### src/rtl/id_if_redirect_queue_pkg.sv
// Shared parameters for the ID->IF redirect queue: PC width, default depth, stat width.
// The optional statistics counters are enabled with the REDIR_STATS_EN macro.
`ifndef WIDTH_PC
`define WIDTH_PC 32
`endif

package id_if_redirect_queue_pkg;
  localparam int WIDTH_PC_DEF  = `WIDTH_PC;
  localparam int REDIR_Q_DEPTH = 2;
  localparam int STAT_W        = 32;

  function automatic int cnt_w(input int depth);
    return $clog2(depth + 1);
  endfunction
endpackage

### src/rtl/id_if_redirect_queue_if.sv
// Handshake bundle between ID (producer), the redirect queue and IF (consumer).
interface id_if_redirect_queue_if #(
  parameter int WIDTH_PC = 32,
  parameter int CNT_W    = 2
);
  logic                redir_valid_i;
  logic [WIDTH_PC-1:0] redir_pc_i;
  logic                redir_ready_o;
  logic                redir_valid_o;
  logic [WIDTH_PC-1:0] redir_pc_o;
  logic                redir_ready_i;
  logic                flush_i;
  logic [CNT_W-1:0]    count_o;

  modport slave (
    input  redir_valid_i, redir_pc_i, redir_ready_i, flush_i,
    output redir_ready_o, redir_valid_o, redir_pc_o, count_o
  );

  modport master (
    output redir_valid_i, redir_pc_i, redir_ready_i, flush_i,
    input  redir_ready_o, redir_valid_o, redir_pc_o, count_o
  );
endinterface

### src/rtl/id_if_redirect_queue_redir_sat_counter.sv
// Saturating event counter: adds inc when en is high, clamps at all-ones.
// Only built when REDIR_STATS_EN is defined.
`ifdef REDIR_STATS_EN
module redir_sat_counter #(
  parameter int W = 32
) (
  input  logic         clk,
  input  logic         rst_n,
  input  logic         en,
  input  logic [W-1:0] inc,
  output logic [W-1:0] val
);
  logic [W:0] sum;

  assign sum = {1'b0, val} + {1'b0, inc};

  always_ff @(posedge clk) begin
    if (!rst_n) begin
      val <= '0;
    end else if (en) begin
      val <= sum[W] ? '1 : sum[W-1:0];
    end
  end
endmodule
`endif

### src/rtl/id_if_redirect_queue.sv
// Queue of ID branch/jump redirect targets handed to IF with valid/ready and flush.
// Optional flush/serve statistics ports are added when REDIR_STATS_EN is defined.
module id_if_redirect_queue
  import id_if_redirect_queue_pkg::*;
#(
  parameter int WIDTH_PC = WIDTH_PC_DEF,
  parameter int DEPTH    = REDIR_Q_DEPTH
) (
  input  logic                 clk,
  input  logic                 rst_n,
  id_if_redirect_queue_if.slave q
`ifdef REDIR_STATS_EN
  ,
  output logic [STAT_W-1:0]    stat_flushed_o,
  output logic [STAT_W-1:0]    stat_served_o
`endif
);
  localparam int CNT_W = cnt_w(DEPTH);
  localparam int PTR_W = (DEPTH > 1) ? $clog2(DEPTH) : 1;
  localparam logic [CNT_W-1:0] CNT_FULL = CNT_W'(DEPTH);
  localparam logic [PTR_W-1:0] PTR_LAST = PTR_W'(DEPTH - 1);

  logic [WIDTH_PC-1:0] mem [DEPTH];
  logic [PTR_W-1:0]    rd_ptr;
  logic [PTR_W-1:0]    wr_ptr;
  logic [CNT_W-1:0]    count;
  logic                push;
  logic                pop;

  // Explicit wrap so non-power-of-2 depths never index past the last entry.
  function automatic logic [PTR_W-1:0] ptr_inc(input logic [PTR_W-1:0] p);
    return (p == PTR_LAST) ? '0 : p + PTR_W'(1);
  endfunction

  assign q.redir_ready_o = (count != CNT_FULL);
  assign q.redir_valid_o = (count != '0);
  assign q.redir_pc_o    = q.redir_valid_o ? mem[rd_ptr] : '0;
  assign q.count_o       = count;

  assign push = q.redir_valid_i & q.redir_ready_o;
  assign pop  = q.redir_valid_o & q.redir_ready_i;

  always_ff @(posedge clk) begin
    if (!rst_n) begin
      count  <= '0;
      rd_ptr <= '0;
      wr_ptr <= '0;
      for (int i = 0; i < DEPTH; i++) mem[i] <= '0;
    end else if (q.flush_i) begin
      count  <= '0;
      rd_ptr <= '0;
      wr_ptr <= '0;
    end else begin
      if (push) begin
        mem[wr_ptr] <= q.redir_pc_i;
        wr_ptr      <= ptr_inc(wr_ptr);
      end
      if (pop) rd_ptr <= ptr_inc(rd_ptr);
      case ({push, pop})
        2'b10:   count <= count + CNT_W'(1);
        2'b01:   count <= count - CNT_W'(1);
        default: count <= count;
      endcase
    end
  end

`ifdef REDIR_STATS_EN
  // A pop coinciding with a flush is discarded, so it is not counted as served.
  logic served_evt;
  assign served_evt = pop & ~q.flush_i;

  redir_sat_counter #(.W(STAT_W)) u_flushed (
    .clk   (clk),
    .rst_n (rst_n),
    .en    (q.flush_i),
    .inc   (STAT_W'(count)),
    .val   (stat_flushed_o)
  );

  redir_sat_counter #(.W(STAT_W)) u_served (
    .clk   (clk),
    .rst_n (rst_n),
    .en    (served_evt),
    .inc   (STAT_W'(1)),
    .val   (stat_served_o)
  );
`endif
endmodule
### src/flat_wrapper.sv
// flat-port wrapper written by rule: the top's interface ports become plain ports
module id_if_redirect_queue_flat import id_if_redirect_queue_pkg::*;
#(
  parameter int WIDTH_PC = WIDTH_PC_DEF,
  parameter int DEPTH    = REDIR_Q_DEPTH
)
  (clk, rst_n, q_redir_valid_i, q_redir_pc_i, q_redir_ready_i, q_flush_i, q_redir_ready_o, q_redir_valid_o, q_redir_pc_o, q_count_o);
  id_if_redirect_queue_if #(.WIDTH_PC(WIDTH_PC)) q_i ();
  input  logic clk;
  input  logic rst_n;
  input wire logic [$bits(q_i.redir_valid_i)-1:0] q_redir_valid_i;
  input wire logic [$bits(q_i.redir_pc_i)-1:0] q_redir_pc_i;
  input wire logic [$bits(q_i.redir_ready_i)-1:0] q_redir_ready_i;
  input wire logic [$bits(q_i.flush_i)-1:0] q_flush_i;
  output wire logic [$bits(q_i.redir_ready_o)-1:0] q_redir_ready_o;
  output wire logic [$bits(q_i.redir_valid_o)-1:0] q_redir_valid_o;
  output wire logic [$bits(q_i.redir_pc_o)-1:0] q_redir_pc_o;
  output wire logic [$bits(q_i.count_o)-1:0] q_count_o;
  assign q_i.redir_valid_i = q_redir_valid_i;
  assign q_i.redir_pc_i = q_redir_pc_i;
  assign q_i.redir_ready_i = q_redir_ready_i;
  assign q_i.flush_i = q_flush_i;
  assign q_redir_ready_o = q_i.redir_ready_o;
  assign q_redir_valid_o = q_i.redir_valid_o;
  assign q_redir_pc_o = q_i.redir_pc_o;
  assign q_count_o = q_i.count_o;
  id_if_redirect_queue #(.WIDTH_PC(WIDTH_PC), .DEPTH(DEPTH)) u_core (.clk(clk), .rst_n(rst_n), .q(q_i));
endmodule
### config.mk
export PLATFORM = sky130hd
export DESIGN_NAME = id_if_redirect_queue_flat
export DESIGN_NICKNAME = d
export VERILOG_FILES = /design/src/rtl/id_if_redirect_queue_pkg.sv /design/src/rtl/id_if_redirect_queue_if.sv /design/src/rtl/id_if_redirect_queue_redir_sat_counter.sv /design/src/rtl/id_if_redirect_queue.sv /design/src/flat_wrapper.sv
export SDC_FILE = /design/constraint.sdc
export NUM_CORES = 1
export LEC_CHECK = 0
export CORE_MARGIN = 2
export CORE_UTILIZATION = 40
export DETAILED_ROUTE_END_ITERATION = 8
export DONT_BUFFER_PORTS = 1
export SLEW_MARGIN = 30
export SYNTH_ARGS = -nofsm -noshare
export SYNTH_HDL_FRONTEND = slang
export SYNTH_SLANG_ARGS = --single-unit
### constraint.sdc
create_clock -name clk -period 2.7 [get_ports clk]
set_clock_uncertainty 0.2 [all_clocks]
set_input_delay 0.54 -clock clk [delete_from_list [all_inputs] [get_ports clk]]
set_output_delay 0.54 -clock clk [all_outputs]
set_load 0.01 [all_outputs]
==> impl_metrics.yaml <==
run_status:
  status: "finished clean"
die:
  die_area_um2: 8590
  die_x_um: 92.7
  die_h_um: 92.7
  rows: 32
  pin_count: 73
  start_util: 0.409
  core_um2: 7690
timing:
  setup_viol: 0
  worstMarginPinSlew_ns: 0.377
  rsz0062_at_grt: "false"
  period_share: 0.817
  fin_crit_ns: 2.21
  setup_tns_ns: 0
  slew_headroom: 0.749
  fmax_mhz: 453
  finalHoldViolations: 0
  slew_violations: 0
clock_network:
  path_clk_slew_ns: 0.07
  cts_max_path_buffers: 2
  cts-htree-levels: 3
  numClockSinks: 69
  cts_resized: 0
  root_buffer: "clkbuf_8"
  cts_tree: "built"
  cts_buffers: 9
  postCtsHoldBufs: 0
  postCtsSetupBuffers: 0
  insertion_delay_ns: 0.33
final_layout:
  area_growth_pct: 10.3
  final_cells: 349
  nFillCells: 732
  n_antenna_cell: 0
  design_area_um2: 3470
  layout-drive-gt1-share: 0.117
  num-nets-final: 280
  layout_common_cells: "64 x and2_1, 64 x edfxtp_1, 35 x nor2_1, 32 x mux2i_1, 9 x clkbuf_8"
global_route:
  grt_overflow_total: 0
  grt_pass1_vias: 1773
  grt_max_degree: 34
  grt_antenna_before_repair: 0
  grt_first_pass_wirelength_um: 8770
  track_usage: 0.139
detailed_routing:
  finalWirelength_um: 5680
  wl_per_cell_um: 16.3
  avgViaCountPerCell: 4.84
  drt_iter0_markers: 113
  first_pass_iters: 4
  drc: 0
  via_count: 1688
  ant_nets: 0
power_and_ir_drop:
  powerDensity_nw_per_um2: 653
  ir_drop_mv: 0.314
  p_leak_nw: 1.22
  finalPower_mw: 2.26
synthesis:
  ys_ff_latch: 69
  ys_seq_area_frac: 0.643
  synth_warnings: 0
  synth.avg_cell_area_um2: 13.3
  syn_inst: 237
  yosys.area.top_type_share: 0.611
  ys_top_cells_by_area: "edfxtp_1 61%, and2_1 13%, mux2i_1 10%"
  syn-num-nets: 275
  syn_area_um2: 3140
  yosysUniqueCellTypes: 20
  yosysTopAreaCell: "edfxtp_1"
setup_path:
  worstPathArrival_ns: 1.47
  worstPathRequired_ns: 1.96
  start_kind: "flop"
  worstSetupPathType: "reg2out"
  cp_max_fo: 33
  endpoint_kind: "output pin"
placed_design:
  dp_cells: 333
  io_buffers: 0
  placed_area_um2: 3260
  routabilityCongestion: 0.687
  dpl.hpwl_um: 3580
run:
  max_cap_violations: 0
min_path:
  min_path_type: "in2reg"
==> path summary, 6_finish.rpt <==
check	start	endpoint	slack [ns]	depth (start not counted)
min reg2reg	u_core.rd_ptr$_SDFFE_PP0P_	u_core.rd_ptr$_SDFFE_PP0P_	0.32	2
min	q_redir_pc_i[25]	u_core.mem[1][25]$_SDFFCE_PN0P_	0.20	1
max reg2reg	u_core.q.count_o[1]$_SDFFE_PP0P_	u_core.q.count_o[1]$_SDFFE_PP0P_	0.62	6
max	u_core.q.count_o[0]$_SDFFE_PP0P_	q_redir_pc_o[9]	0.49	3
==> critical path, stage by stage (launching register included) <==
cell	delay (ns)
dfxtp_1	0.52
nor2_2	0.05
buf_4	0.25
nor2_1	0.31
==> state kept, by name, summed over array words and instances, names as in the netlist, named ones only <==
signal	flops
u_core.mem	64
u_core.wr_ptr	1
u_core.q.count_o	2
u_core.rd_ptr	1
==> synth_stat cells <==
| library cell | count |
|---|---|
| a21oi_1 | 2 |
| nand2b_1 | 3 |
| mux2i_1 | 32 |
| o21ai_0 | 3 |
| nor2b_2 | 1 |
| and2_1 | 64 |
| ha_1 | 1 |
| nor4_4 | 2 |
| inv_1 | 4 |
| dfxtp_1 | 5 |
| xnor2_1 | 1 |
| buf_2 | 3 |
| xor2_1 | 2 |
| nand2_1 | 1 |
| buf_6 | 6 |
| edfxtp_1 | 64 |
| nor2_1 | 36 |
| or3_1 | 2 |
| inv_2 | 1 |
| clkbuf_1 | 4 |
==> final cells by class <==
cell class	count	area, um^2	area share
Sequential cell	69	2020	0.584
Clock inverter	5	75.1	0.0217
Timing Repair Buffer	7	77.6	0.0224
Clock buffer	11	131	0.0379
Multi-Input combinational cell	150	1010	0.292
Tap cell	102	128	0.0368
Inverter	5	18.8	0.00541
==> power breakdown <==
part / switching [mW] / internal (mW) / leakage [nW]
Combinational: 0.0962 / 0.0489 / 0.403
Clock: 0.364 / 0.516 / 0.107
Sequential: 0.0166 / 1.22 / 0.707
Total: 0.477 / 1.79 / 1.22
==> routing by layer <==
metal,wire length [um],global-route usage,vias to the layer above,part of all wire
li1,-,-,818,-
met1,2300,0.159,818,0.40
met2,2850,0.232,44,0.50
met3,459,0.0618,8,0.081
met4,69,0.0515,0,0.012
met5,0,0,-,0
==> per-stage QoR <==
stage | hold WS [ns] | utilization | setup WS, ns
5_1_grt | 0.172 | 0.451 | 0.396
3_3_place_gp | 0.307 | 0.424 | 0.545
4_1_cts | 0.183 | 0.451 | 0.464
6_report | 0.198 | 0.451 | 0.494
2_1_floorplan | 0.272 | - | 0.109
3_5_place_dp | 0.303 | 0.424 | 0.521
==> cells by family after synthesis <==
| family | count (synthesis) | synth area share |
|---|---|---|
| buf+inv | 18 | 0.0370 |
| flops | 69 | 0.643 |
| xor+xnor | 3 | 0.00836 |
| mux | 32 | 0.102 |
| fa+ha+maj | 1 | 0.00398 |
| simple gates | 109 | 0.198 |
| compound gates | 5 | 0.00796 |
Power figures use the tool's default switching activity.
